--- config.mk ---
export PLATFORM = sky130hd
export DESIGN_NAME = rv32_multicycle_ctrl
export DESIGN_NICKNAME = d
export VERILOG_FILES = /design/src/rtl/rv32_multicycle_ctrl.sv
export SDC_FILE = /design/constraint.sdc
export NUM_CORES = 1
export LEC_CHECK = 0
export CAP_MARGIN = 15
export CORE_MARGIN = 8
export CORE_UTILIZATION = 33
export DETAILED_ROUTE_END_ITERATION = 6
export PLACE_DENSITY_LB_ADDON = 0.12
export SYNTH_ARGS = -nofsm -noshare
export SYNTH_HDL_FRONTEND = slang
export SYNTH_SLANG_ARGS = --single-unit
--- constraint.sdc ---
create_clock -name clk -period 1.6 [get_ports clk]
set_input_delay 0.16 -clock clk [delete_from_list [all_inputs] [get_ports clk]]
set_output_delay 0.16 -clock clk [all_outputs]
set_load 0.02 [all_outputs]
--- src/rtl/rv32_multicycle_ctrl.sv ---
// rv32_multicycle_ctrl
//   Multi-cycle control FSM for the RV32 datapath. It sequences fetch, decode,
//   execute, memory and writeback for a small RV32I subset: lw, sw, R-type and
//   I-type ALU ops, beq and jal. It drives the 3-bit ALU opcode, every datapath
//   mux select and write strobe, and it is the initiator on the unified memory port.
//
// Ports
//   clk, rst_n            rising-edge clock, asynchronous active-low reset
//   instr[31:0]           instruction register contents, valid from DECODE on
//   zero                  ALU result == 0, used by beq
//   mem_ready             memory completes the outstanding request this cycle
//   mem_req, mem_write    memory request and store qualifier
//   adr_src               memory address select (0 PC, 1 ALUOut)
//   ir_write, pc_write    instruction register / PC load strobes
//   reg_write             register file write strobe
//   alu_src_a/b[1:0]      ALU operand selects
//   imm_src[1:0]          immediate format (I, S, B, J)
//   result_src[1:0]       result bus select (ALUOut, memory, ALU direct)
//   alu_control[2:0]      ALU operation
//   instr_done            one-cycle pulse when an instruction retires
//   illegal               sticky flag, set once an unsupported instruction is seen

module rv32_multicycle_ctrl (
  input  logic        clk,
  input  logic        rst_n,
  input  logic [31:0] instr,
  input  logic        zero,
  input  logic        mem_ready,
  output logic        mem_req,
  output logic        mem_write,
  output logic        adr_src,
  output logic        ir_write,
  output logic        pc_write,
  output logic        reg_write,
  output logic [1:0]  alu_src_a,
  output logic [1:0]  alu_src_b,
  output logic [1:0]  imm_src,
  output logic [1:0]  result_src,
  output logic [2:0]  alu_control,
  output logic        instr_done,
  output logic        illegal
);

  localparam logic [6:0] OP_LW   = 7'b0000011;
  localparam logic [6:0] OP_SW   = 7'b0100011;
  localparam logic [6:0] OP_R    = 7'b0110011;
  localparam logic [6:0] OP_I    = 7'b0010011;
  localparam logic [6:0] OP_BR   = 7'b1100011;
  localparam logic [6:0] OP_JAL  = 7'b1101111;

  localparam logic [2:0] ALU_ADD = 3'b000;
  localparam logic [2:0] ALU_SUB = 3'b001;
  localparam logic [2:0] ALU_AND = 3'b010;
  localparam logic [2:0] ALU_OR  = 3'b011;
  localparam logic [2:0] ALU_XOR = 3'b100;
  localparam logic [2:0] ALU_SLL = 3'b101;
  localparam logic [2:0] ALU_SRL = 3'b110;
  localparam logic [2:0] ALU_SLT = 3'b111;

  typedef enum logic [3:0] {
    S_FETCH,
    S_DECODE,
    S_MEMADR,
    S_MEMREAD,
    S_MEMWB,
    S_MEMWRITE,
    S_EXECR,
    S_EXECI,
    S_ALUWB,
    S_BEQ,
    S_JAL,
    S_TRAP
  } state_t;

  state_t state_q, state_d;
  logic   illegal_q;

  logic [6:0] opcode;
  logic [2:0] funct3;
  logic       f7b5;
  logic       unusedInstrBits;

  assign opcode = instr[6:0];
  assign funct3 = instr[14:12];
  assign f7b5   = instr[30];

  // Register numbers and the rest of the immediate only matter to the datapath.
  assign unusedInstrBits = ^{instr[31], instr[29:15], instr[11:7]};

  // Raw FSM outputs before the reset gate on the strobes.
  logic       memReqFsm, memWriteFsm, irWriteFsm, pcWriteFsm, regWriteFsm, doneFsm;
  logic       adrSrcFsm;
  logic [1:0] aluSrcAFsm, aluSrcBFsm, immSrcFsm, resultSrcFsm;
  logic [2:0] aluCtlFsm;

  // ALU op decode shared by R-type and I-type execute. The two only differ in
  // funct3=000: R-type uses funct7[5] to pick SUB, I-type is always ADD (that
  // bit is part of the immediate there). SRA/SRAI and SLTU are not supported.
  logic [2:0] rAluOp, iAluOp;
  logic       rBad, iBad;

  always_comb begin
    rAluOp = ALU_ADD;
    rBad   = 1'b0;
    unique case (funct3)
      3'b000: rAluOp = f7b5 ? ALU_SUB : ALU_ADD;
      3'b111: rAluOp = ALU_AND;
      3'b110: rAluOp = ALU_OR;
      3'b100: rAluOp = ALU_XOR;
      3'b001: rAluOp = ALU_SLL;
      3'b101: begin
        if (f7b5) rBad = 1'b1;
        else      rAluOp = ALU_SRL;
      end
      3'b010: rAluOp = ALU_SLT;
      3'b011: rBad = 1'b1;
      default: rBad = 1'b1;
    endcase
    iAluOp = (funct3 == 3'b000) ? ALU_ADD : rAluOp;
    iBad   = rBad;
  end

  // Immediate format follows the opcode; anything not S/B/J uses the I layout.
  logic [1:0] immFromOpcode;

  always_comb begin
    immFromOpcode = 2'b00;
    if (opcode == OP_SW)  immFromOpcode = 2'b01;
    if (opcode == OP_BR)  immFromOpcode = 2'b10;
    if (opcode == OP_JAL) immFromOpcode = 2'b11;
  end

  // State register plus the sticky illegal flag, which latches as soon as the
  // FSM commits to TRAP and only clears on reset.
  always_ff @(posedge clk or negedge rst_n) begin
    if (!rst_n) begin
      state_q   <= S_FETCH;
      illegal_q <= 1'b0;
    end else begin
      state_q   <= state_d;
      illegal_q <= illegal_q | (state_d == S_TRAP);
    end
  end

  // Next-state and Moore output decode. The only input-dependent strobes are
  // ir_write/pc_write in FETCH (mem_ready), instr_done in MEMWRITE (mem_ready)
  // and pc_write in BEQ (zero).
  always_comb begin
    state_d      = state_q;
    memReqFsm    = 1'b0;
    memWriteFsm  = 1'b0;
    irWriteFsm   = 1'b0;
    pcWriteFsm   = 1'b0;
    regWriteFsm  = 1'b0;
    doneFsm      = 1'b0;
    adrSrcFsm    = 1'b0;
    aluSrcAFsm   = 2'b00;
    aluSrcBFsm   = 2'b00;
    immSrcFsm    = 2'b00;
    resultSrcFsm = 2'b00;
    aluCtlFsm    = ALU_ADD;

    unique case (state_q)
      S_FETCH: begin
        memReqFsm    = 1'b1;
        aluSrcBFsm   = 2'b10;
        resultSrcFsm = 2'b10;
        irWriteFsm   = mem_ready;
        pcWriteFsm   = mem_ready;
        if (mem_ready) state_d = S_DECODE;
      end
      S_DECODE: begin
        aluSrcAFsm = 2'b01;
        aluSrcBFsm = 2'b01;
        immSrcFsm  = immFromOpcode;
        if (opcode == OP_LW || opcode == OP_SW)         state_d = S_MEMADR;
        else if (opcode == OP_R)                        state_d = S_EXECR;
        else if (opcode == OP_I)                        state_d = S_EXECI;
        else if (opcode == OP_BR && funct3 == 3'b000)   state_d = S_BEQ;
        else if (opcode == OP_JAL)                      state_d = S_JAL;
        else                                            state_d = S_TRAP;
      end
      S_MEMADR: begin
        aluSrcAFsm = 2'b10;
        aluSrcBFsm = 2'b01;
        immSrcFsm  = immFromOpcode;
        state_d    = (opcode == OP_SW) ? S_MEMWRITE : S_MEMREAD;
      end
      S_MEMREAD: begin
        memReqFsm = 1'b1;
        adrSrcFsm = 1'b1;
        if (mem_ready) state_d = S_MEMWB;
      end
      S_MEMWB: begin
        resultSrcFsm = 2'b01;
        regWriteFsm  = 1'b1;
        doneFsm      = 1'b1;
        state_d      = S_FETCH;
      end
      S_MEMWRITE: begin
        memReqFsm   = 1'b1;
        memWriteFsm = 1'b1;
        adrSrcFsm   = 1'b1;
        doneFsm     = mem_ready;
        if (mem_ready) state_d = S_FETCH;
      end
      S_EXECR: begin
        aluSrcAFsm = 2'b10;
        if (rBad) begin
          state_d = S_TRAP;
        end else begin
          aluCtlFsm = rAluOp;
          state_d   = S_ALUWB;
        end
      end
      S_EXECI: begin
        // rs1 is the first operand here as well; only operand B changes.
        aluSrcAFsm = 2'b10;
        aluSrcBFsm = 2'b01;
        if (iBad) begin
          state_d = S_TRAP;
        end else begin
          aluCtlFsm = iAluOp;
          state_d   = S_ALUWB;
        end
      end
      S_ALUWB: begin
        regWriteFsm = 1'b1;
        doneFsm     = 1'b1;
        state_d     = S_FETCH;
      end
      S_BEQ: begin
        aluSrcAFsm = 2'b10;
        aluCtlFsm  = ALU_SUB;
        pcWriteFsm = zero;
        doneFsm    = 1'b1;
        state_d    = S_FETCH;
      end
      S_JAL: begin
        // Target was computed into ALUOut during DECODE; ALU now forms oldPC+4
        // for the link write in ALUWB.
        aluSrcAFsm = 2'b01;
        aluSrcBFsm = 2'b10;
        pcWriteFsm = 1'b1;
        state_d    = S_ALUWB;
      end
      S_TRAP: begin
        state_d = S_TRAP;
      end
      default: begin
        state_d = S_FETCH;
      end
    endcase
  end

  // Strobes are gated with rst_n so that asserting reset kills any in-flight
  // write or memory request immediately, not at the next clock edge.
  assign mem_req     = memReqFsm   & rst_n;
  assign mem_write   = memWriteFsm & rst_n;
  assign ir_write    = irWriteFsm  & rst_n;
  assign pc_write    = pcWriteFsm  & rst_n;
  assign reg_write   = regWriteFsm & rst_n;
  assign instr_done  = doneFsm     & rst_n;
  assign adr_src     = adrSrcFsm;
  assign alu_src_a   = aluSrcAFsm;
  assign alu_src_b   = aluSrcBFsm;
  assign imm_src     = immSrcFsm;
  assign result_src  = resultSrcFsm;
  assign alu_control = aluCtlFsm;
  assign illegal     = illegal_q;

endmodule

==> results of run 1 <==
==> cell usage in the layout (no fill, tap or decap), types with 2 or more instances in the layout <==
| master | instances |
|---|---|
| sky130_fd_sc_hd__a21oi_1 | 6 |
| sky130_fd_sc_hd__a21oi_2 | 2 |
| sky130_fd_sc_hd__a22oi_1 | 2 |
| sky130_fd_sc_hd__a31oi_1 | 2 |
| sky130_fd_sc_hd__and3_1 | 2 |
| sky130_fd_sc_hd__buf_2 | 11 |
| sky130_fd_sc_hd__buf_4 | 51 |
| sky130_fd_sc_hd__buf_6 | 11 |
| sky130_fd_sc_hd__clkbuf_4 | 3 |
| sky130_fd_sc_hd__clkdlybuf4s50_1 | 13 |
| sky130_fd_sc_hd__dfrtp_2 | 4 |
| sky130_fd_sc_hd__inv_1 | 2 |
| sky130_fd_sc_hd__mux2i_1 | 2 |
| sky130_fd_sc_hd__nand2_1 | 6 |
| sky130_fd_sc_hd__nand2b_1 | 2 |
| sky130_fd_sc_hd__nand2b_4 | 3 |
| sky130_fd_sc_hd__nand3_1 | 4 |
| sky130_fd_sc_hd__nand3b_1 | 2 |
| sky130_fd_sc_hd__nor2_1 | 9 |
| sky130_fd_sc_hd__nor2_2 | 2 |
| sky130_fd_sc_hd__nor2_4 | 4 |
| sky130_fd_sc_hd__nor2b_1 | 2 |
| sky130_fd_sc_hd__nor3_1 | 2 |
| sky130_fd_sc_hd__nor3_2 | 2 |
| sky130_fd_sc_hd__nor3b_2 | 2 |
| sky130_fd_sc_hd__o21ai_0 | 4 |
| sky130_fd_sc_hd__o21ai_1 | 2 |
==> worst register-to-register path: stages, from the launching register on <==
cell and delay (ns):
sky130_fd_sc_hd__dfrtp_2 0.46, sky130_fd_sc_hd__buf_6 0.16, sky130_fd_sc_hd__nand2b_4 0.16, sky130_fd_sc_hd__buf_6 0.13, sky130_fd_sc_hd__o21ai_2 0.10, sky130_fd_sc_hd__a31oi_1 0.06, sky130_fd_sc_hd__o311ai_2 0.28, sky130_fd_sc_hd__a31o_1 0.18
==> where the power goes <==
| part | switching [mW] | leakage (nW) | internal (mW) |
|---|---|---|---|
| clock network | 0.0465 | 0.0150 | 0.0939 |
| registers | 0.106 | 0.0545 | 0.192 |
| logic | 1.12 | 0.696 | 1.20 |
| total | 1.27 | 0.765 | 1.48 |
==> what timing repair did <==
item,CTS,global route
setup buffers,1,7
cloned,0,2
endpoints found under the setup margin,20,16
resized for setup,100,40
hold endpoints to repair,0,0
pin swaps,6,6
==> metal layers <==
| metal | up-vias | routed length (µm) |
|---|---|---|
| li1 | 554 | - |
| met1 | 529 | 1400 |
| met2 | 33 | 1630 |
| met3 | 2 | 150 |
| met4 | 0 | 18 |
| met5 | - | 0 |
==> worst min-delay path by stage <==
stage / endpoint / slack (ns)
floorplan: illegal$_DFF_PN0_ / -0.14
global placement: illegal$_DFF_PN0_ / 0.45
detailed placement: illegal$_DFF_PN0_ / 0.46
CTS: illegal$_DFF_PN0_ / 0.41
global route: illegal$_DFF_PN0_ / 0.44
finish: illegal$_DFF_PN0_ / 0.41
==> logic make-up (layout without fill, tap and decap cells) <==
kind of cell,count (synthesis),in the layout,synth area share
AND/OR/NAND/NOR,53,53,0.408
AO/OA/AOI/OAI,31,31,0.305
buffers and inverters,9,96,0.0581
flip-flops,5,5,0.176
XOR/XNOR,2,2,0.0247
multiplexers,2,2,0.0282
==> layout make-up <==
class,count,area [µm²],share of cell area
Clock buffer,4,26.3,0.0162
Inverter,4,17.5,0.0108
Multi-Input combinational cell,88,702,0.432
Sequential cell,5,130,0.0801
Tap cell,28,35.0,0.0216
Timing Repair Buffer,88,713,0.439
==> sequential cells by signal, summed over array words and instances (netlist names) <==
| register | count |
|---|---|
| illegal | 1 |
| state_q | 4 |
==> metrics by stage <==
stage          setup slack [ns]  TNS [ns]  power (mW)  utilization  instances
6_report                -0.0418   -0.0684        2.75        0.764        217
5_1_grt                 -0.0752    -0.466        2.92        0.764        217
4_1_cts                -0.00728   -0.0116        2.29        0.676        208
3_5_place_dp             -0.349     -4.87        2.10        0.661        203
3_3_place_gp             -0.335     -4.73        2.08        0.661        203
2_1_floorplan           -0.0365   -0.0365        1.11            -        102
==> metrics, run 1 <==
Remaining DRCs 0; Core Rows 17; register-to-register setup slack approximately 0.01 ns; max_cap viols 0; layer carrying the most global-route usage met2; # port buffers 33; post-route cell area ~1600 µm²; endpoint class of the critical path primary output; kind of path behind the tightest hold check in -> async; critical-path cell list buf_6 -> nand2b_4 -> buf_4 -> nand2_1 -> o21ai_0 -> buf_2; top cells by area in the synthesized netlist sky130_fd_sc_hd__dfrtp_1, sky130_fd_sc_hd__nor2_1, sky130_fd_sc_hd__a21oi_1, sky130_fd_sc_hd__o21ai_0, sky130_fd_sc_hd__nand2b_1; count leader, synth sky130_fd_sc_hd__nor2_1; Root Buffer Master sky130_fd_sc_hd__clkbuf_4; fraction of post-synthesis cell area in the top cell type by area 0.176; largest driver fanout on the critical path 6; clock edge transition at the registers on the reported setup and hold paths around 0.040 ns; Warnings, synthesis 0; Die ar. between 3000 and 4000 µm²; number of flops mapped to enable cells by yosys 0; Vias per Instance between 5 and 6; worst rel slew slack 0.727; DRC violation total after the first TritonRoute iteration between 50 and 60; Skew-Pair Late Insertion Delay between 0.2 and 0.25 ns; post-synthesis to final-layout area growth 129%; data arrival time at the worst-slack endpoint between 1 and 1.5 ns; required time at the worst-slack endpoint 1.44 ns; number of antenna violations at the first check in global routing 0; worst hold slack after final layout roughly 0.4 ns; VDD IR-drop max 0.00160 V; core region area roughly 2100 µm²; most frequent cells after synthesis sky130_fd_sc_hd__nor2_1, sky130_fd_sc_hd__a21oi_1, sky130_fd_sc_hd__o21ai_0; max-slew violations 0; standby leakage power between 0.7 and 0.8 nW; via count ~1,100; final setup margin -0.0418 ns; transition time of the tightest slew-check pin 0.404 ns; net count reported at finish roughly 230; number of top-level pins 55; total length of routed wires between 3 and 4 mm; share of the clock period used by the worst path after layout 1.03; total clock buffers created by CTS 3; wire length of the first global-routing pass 4.64 mm; effective utilization at floorplan 0.334; critical path class reg -> out; reg2reg path depth 7; final count of hold timing violations 0; Mapped Cells 102; met2 Resource Use GR 0.241; DP Area approximately 1400 µm²; CTS Sinks 5; Critical Path End alu_src_a[1]; number of nets produced by synthesis 138; via count of the first global-routing pass between 1,000 and 1,500; ANT cells 0; Post-synth top flop sky130_fd_sc_hd__dfrtp_1; Avg WL per Cell approximately 15 µm; met3 routing resource usage after global routing 0.0197; antenna-violating nets left 0; capturing point of the worst reg2reg path illegal$_DFF_PN0_; Synth Register Bits 5; CTS Hold Bufs 0; residual overflow from global routing 0; Slowest cell on crit path sky130_fd_sc_hd__dfrtp_2; delay of the slowest cell on the worst path roughly 0.47 ns; buffers and inverters on the worst path 3; met1 routing resource usage after global routing 0.168; highest attainable clock frequency 0.609 GHz; largest net degree at the start of global routing 11; R2R Path Start state_q[1]$_DFF_PN0_; final estimated routing congestion in global placement about 0.83; clock tree from TritonCTS done; crit path time final around 1.6 ns; Detailed Routing Iterations Pass 1 4; Critical Path Start state_q[0]$_DFF_PN0_; power per cell area roughly 1700 nW/µm²; DIE HEIGHT approximately 62 µm; Critical Path Stages 6; run status finished, violations left; startpoint type of the worst setup path flip-flop; family with the most delay on the worst path flip-flops; maximum level of the CTS H-tree 1; aggregate global-route resource usage 0.139; async set-or-reset flop fraction in the synthesized netlist 1.00; proportion of synthesized chip area in sequential cells 0.176; cell accounting for the most synthesized area sky130_fd_sc_hd__dfrtp_1; number of distinct standard cells referenced by the synthesized netlist 41; clock buffer depth 2; ratio of cells with drive above 1 in the final layout 0.587; Setup-failing EPs final 3; synthesized area just over 700 µm²; violations in the final reports negative setup slack; # fillers about 140; mean post-synth cell area between 6 and 7 µm²; HPWL after DPL around 2.3 mm; die width approximately 62 µm; unrepaired setup endpoints after global routing true; Setup Skew 0.00156 ns
No activity file was read; power rests on OpenSTA's default activity.
==> run 2: changes to the inputs <==
==> constraint.sdc (replaced) <==
create_clock -name clk -period 1.6 [get_ports clk]
set_input_delay 0.16 -clock clk [delete_from_list [all_inputs] [get_ports clk]]
set_output_delay 0.16 -clock clk [all_outputs]
set_load 0.1 [all_outputs]
==> metrics, run 2 <==
last stage the flow got to global routing (5_1_grt); run status stopped before the end; proportion of synthesized chip area in sequential cells 0.176 (unchanged); number of antenna violations at the first check in global routing 0; effective utilization at floorplan 0.334 (unchanged); most frequent cells after synthesis sky130_fd_sc_hd__nor2_1, sky130_fd_sc_hd__a21oi_1, sky130_fd_sc_hd__o21ai_0; number of top-level pins 55 (unchanged); synthesized area 711 µm² (unchanged); CTS Hold Bufs 0 (unchanged); final estimated routing congestion in global placement 0.914 (+11%); largest net degree at the start of global routing 14; total clock buffers created by CTS 3 (unchanged); # port buffers 33 (unchanged); Stop Error [ERROR DPL-0033] detailed placement checks failed during check placement.; Warnings, synthesis 0 (unchanged); clock buffer depth 2 (unchanged); count leader, synth sky130_fd_sc_hd__nor2_1; HPWL after DPL 2.45 mm (+8.0%); Mapped Cells 102 (unchanged); Synth Register Bits 5 (unchanged); number of nets produced by synthesis 138 (unchanged); async set-or-reset flop fraction in the synthesized netlist 1.00 (unchanged); Core Rows 17 (unchanged); number of distinct standard cells referenced by the synthesized netlist 41 (unchanged); number of flops mapped to enable cells by yosys 0 (unchanged); die width 62.4 µm (unchanged); DIE HEIGHT 62.4 µm (unchanged); maximum level of the CTS H-tree 1 (unchanged); CTS Sinks 5 (unchanged); Root Buffer Master sky130_fd_sc_hd__clkbuf_4; Post-synth top flop sky130_fd_sc_hd__dfrtp_1; mean post-synth cell area 6.97 µm² (unchanged); fraction of post-synthesis cell area in the top cell type by area 0.176 (unchanged); top cells by area in the synthesized netlist sky130_fd_sc_hd__dfrtp_1, sky130_fd_sc_hd__nor2_1, sky130_fd_sc_hd__a21oi_1, sky130_fd_sc_hd__o21ai_0, sky130_fd_sc_hd__nand2b_1; cell accounting for the most synthesized area sky130_fd_sc_hd__dfrtp_1
## run 2: what timing repair did
action | in CTS
endpoints found under the hold margin | 0
gates resized for setup | 39
cloned | 0
setup endpoints to repair | 18
setup buffers | 9
pin swaps | 13
## run 2: through the flow
step	instances	worst slack [ns]	utilization	hold WS (ns)	instance area [µm²]
after global placement	191	-0.133	0.788	0.541	1680
after floorplan	102	-0.755	-	-0.136	891
after detailed placement	191	-0.193	0.788	0.560	1680
after CTS	204	-0.147	0.907	0.484	1930
## run 2: cell families after synthesis
group	after synthesis	synth area share
and+or+nand+nor	53	0.408
AOI/OAI and AO/OA	31	0.305
buffers and inverters	9	0.0581
DFF	5	0.176
xor gates and xnor gates	2	0.0247
muxes	2	0.0282
==> run 3: changes to the inputs <==
--- a/config.mk
+++ b/config.mk
@@ -6,10 +6,10 @@
 export NUM_CORES = 1
 export LEC_CHECK = 0
 export CAP_MARGIN = 15
-export CORE_MARGIN = 8
-export CORE_UTILIZATION = 33
+export CORE_AREA = 8 8 69 71
 export DETAILED_ROUTE_END_ITERATION = 6
-export PLACE_DENSITY_LB_ADDON = 0.12
+export DIE_AREA = 0 0 77 79
+export PLACE_DENSITY_LB_ADDON = 0.15
 export SYNTH_ARGS = -nofsm -noshare
 export SYNTH_HDL_FRONTEND = slang
 export SYNTH_SLANG_ARGS = --single-unit
==> metrics, run 3 (same netlist as run 1, synthesis figures left out) <==
crit path time final about 1.7 ns; share of the clock period used by the worst path after layout 1.07; data arrival time at the worst-slack endpoint 1.54 ns; leading cell type in the layout, fill and taps excluded sky130_fd_sc_hd__buf_4; Critical Path Start state_q[0]$_DFF_PN0_; transition time of the tightest slew-check pin between 0.3 and 0.4 ns; aggregate global-route resource usage 0.112; Setup Skew ~0.0015 ns; violations in the final reports negative setup slack; residual overflow from global routing 0; top library cells by usage in the layout, fill and taps aside sky130_fd_sc_hd__buf_4, sky130_fd_sc_hd__buf_12, sky130_fd_sc_hd__clkdlybuf4s50_1; maximum level of the CTS H-tree 1 (unchanged); endpoint class of the critical path primary output; total clock buffers created by CTS 3 (unchanged); CTS Sinks 5 (unchanged); startpoint type of the worst setup path flip-flop; register with the highest flop count state_q; Die ar. roughly 6100 µm²; Critical Path End pc_write; DIE HEIGHT 79 µm (+27%); Root Buffer Master sky130_fd_sc_hd__clkbuf_8; highest attainable clock frequency about 0.59 GHz; hold depth 3; antenna-violating nets left 0; required time at the worst-slack endpoint around 1.4 ns; ANT cells 0; largest driver fanout on the critical path 5; Post-Route Utilization 0.538; count of non-filler cells in the finished layout between 200 and 250; R2R Path Start state_q[0]$_DFF_PN0_; critical path class reg -> out; power per cell area ~2200 nW/µm²; final count of hold timing violations 0; wire length of the first global-routing pass around 5.7 mm; ratio of cells with drive above 1 in the final layout 0.672; unrepaired setup endpoints after global routing true; VDD IR-drop max 0.00116 V; reg2reg path depth 6; met2 layer wire length in the routed design 1.87 mm; clock edge transition at the registers on the reported setup and hold paths 0.04 ns; clock buffer depth 2 (unchanged); largest net degree at the start of global routing 14; met1 wire length 1.53 mm; max-slew violations 0; # port buffers 33 (unchanged); post-route cell area around 2000 µm²; total length of routed wires between 3 and 4 mm; run status finished, violations left; Skew-Pair Late Insertion Delay about 0.23 ns; number of antenna violations at the first check in global routing 0; die width 77 µm (+23%); post-synthesis to final-layout area growth 187%; Remaining DRCs 0; worst rel slew slack 0.736; final estimated routing congestion in global placement 0.816 (-11%); Vias per Instance roughly 4.8; number of top-level pins 55 (unchanged); via count approximately 1,100; capturing point of the worst reg2reg path illegal$_DFF_PN0_; max_cap viols 0; core region area approximately 3800 µm²; standby leakage power roughly 0.83 nW; CTS Hold Bufs 0 (unchanged); kind of path behind the tightest hold check in -> reg; flip-flop count of the largest register, all copies and words added 4; effective utilization at floorplan 0.187 (-0.147); Avg WL per Cell between 15 and 20 µm; net count reported at finish roughly 220; DRC violation total after the first TritonRoute iteration 27; final setup margin -0.105 ns; highest metal used met4; via count of the first global-routing pass roughly 1,200; register-to-register setup slack roughly 0.070 ns; number of cells in the design after placement 214 (+12%); HPWL after DPL 2.62 mm (+6.8%); clock tree from TritonCTS done; Core Rows 23 (+6); Setup-failing EPs final 15; Detailed Routing Iterations Pass 1 4; met3 layer wire length in the routed design 115 µm; DP Area 1700 µm² (+1.3%)
-- run 3: through the flow --
step	hold WS (ns)	TNS, ns	setup WS, ns	total power, mW
2_1_floorplan	-0.136	-3.83	-0.755	2.36
3_3_place_gp	0.531	-0.406	-0.168	3.55
3_5_place_dp	0.529	-0.550	-0.215	3.56
4_1_cts	0.493	-1.06	-0.108	4.16
5_1_grt	0.480	-1.69	-0.153	4.64
6_report	0.415	-0.890	-0.105	4.46
-- run 3: timing repair --
| action | 4_1_cts | 5_1_grt |
|---|---|---|
| endpoints found under the setup margin | 18 | 19 |
| gates resized for setup | 28 | 21 |
| setup buffers | 10 | 8 |
| pin swaps | 7 | 11 |
-- run 3: cell type report --
class	instances	area (µm²)
Clock buffer	4	45.0
Fill cell	347	1760
Inverter	4	17.5
Multi-Input combinational cell	88	830
Sequential cell	5	130
Tap cell	50	62.6
Timing Repair Buffer	85	958
-- run 3: worst min-delay path by stage --
stage	from	endpoint	slack [ns]
after CTS	rst_n	illegal$_DFF_PN0_	0.49
after floorplan	rst_n	illegal$_DFF_PN0_	-0.14
after detailed placement	illegal$_DFF_PN0_	illegal$_DFF_PN0_	0.53
after global routing	instr[1]	state_q[0]$_DFF_PN0_	0.48
after global placement	illegal$_DFF_PN0_	illegal$_DFF_PN0_	0.53
final	instr[1]	state_q[2]$_DFF_PN0_	0.41
-- run 3: critical path, cell delays in order, from the launching register on --
cell                      delay (ns)
sky130_fd_sc_hd__dfrtp_2        0.47
sky130_fd_sc_hd__buf_4          0.18
sky130_fd_sc_hd__nor2_4         0.11
sky130_fd_sc_hd__a22oi_2        0.10
sky130_fd_sc_hd__nor3b_4        0.24
sky130_fd_sc_hd__buf_12         0.20
-- run 3: layer usage --
metal / GRT usage / vias to the layer above
met5: 0 / -
met4: 0.0340 / 0
met3: 0.0147 / 4
met2: 0.201 / 24
met1: 0.136 / 549
li1: - / 548
-- run 3: power by group --
part / total, mW / switching [mW] / internal [mW]
sequential: 0.314 / 0.123 / 0.192
combinational: 3.90 / 2.23 / 1.67
clock: 0.246 / 0.0738 / 0.172
total: 4.46 / 2.43 / 2.03
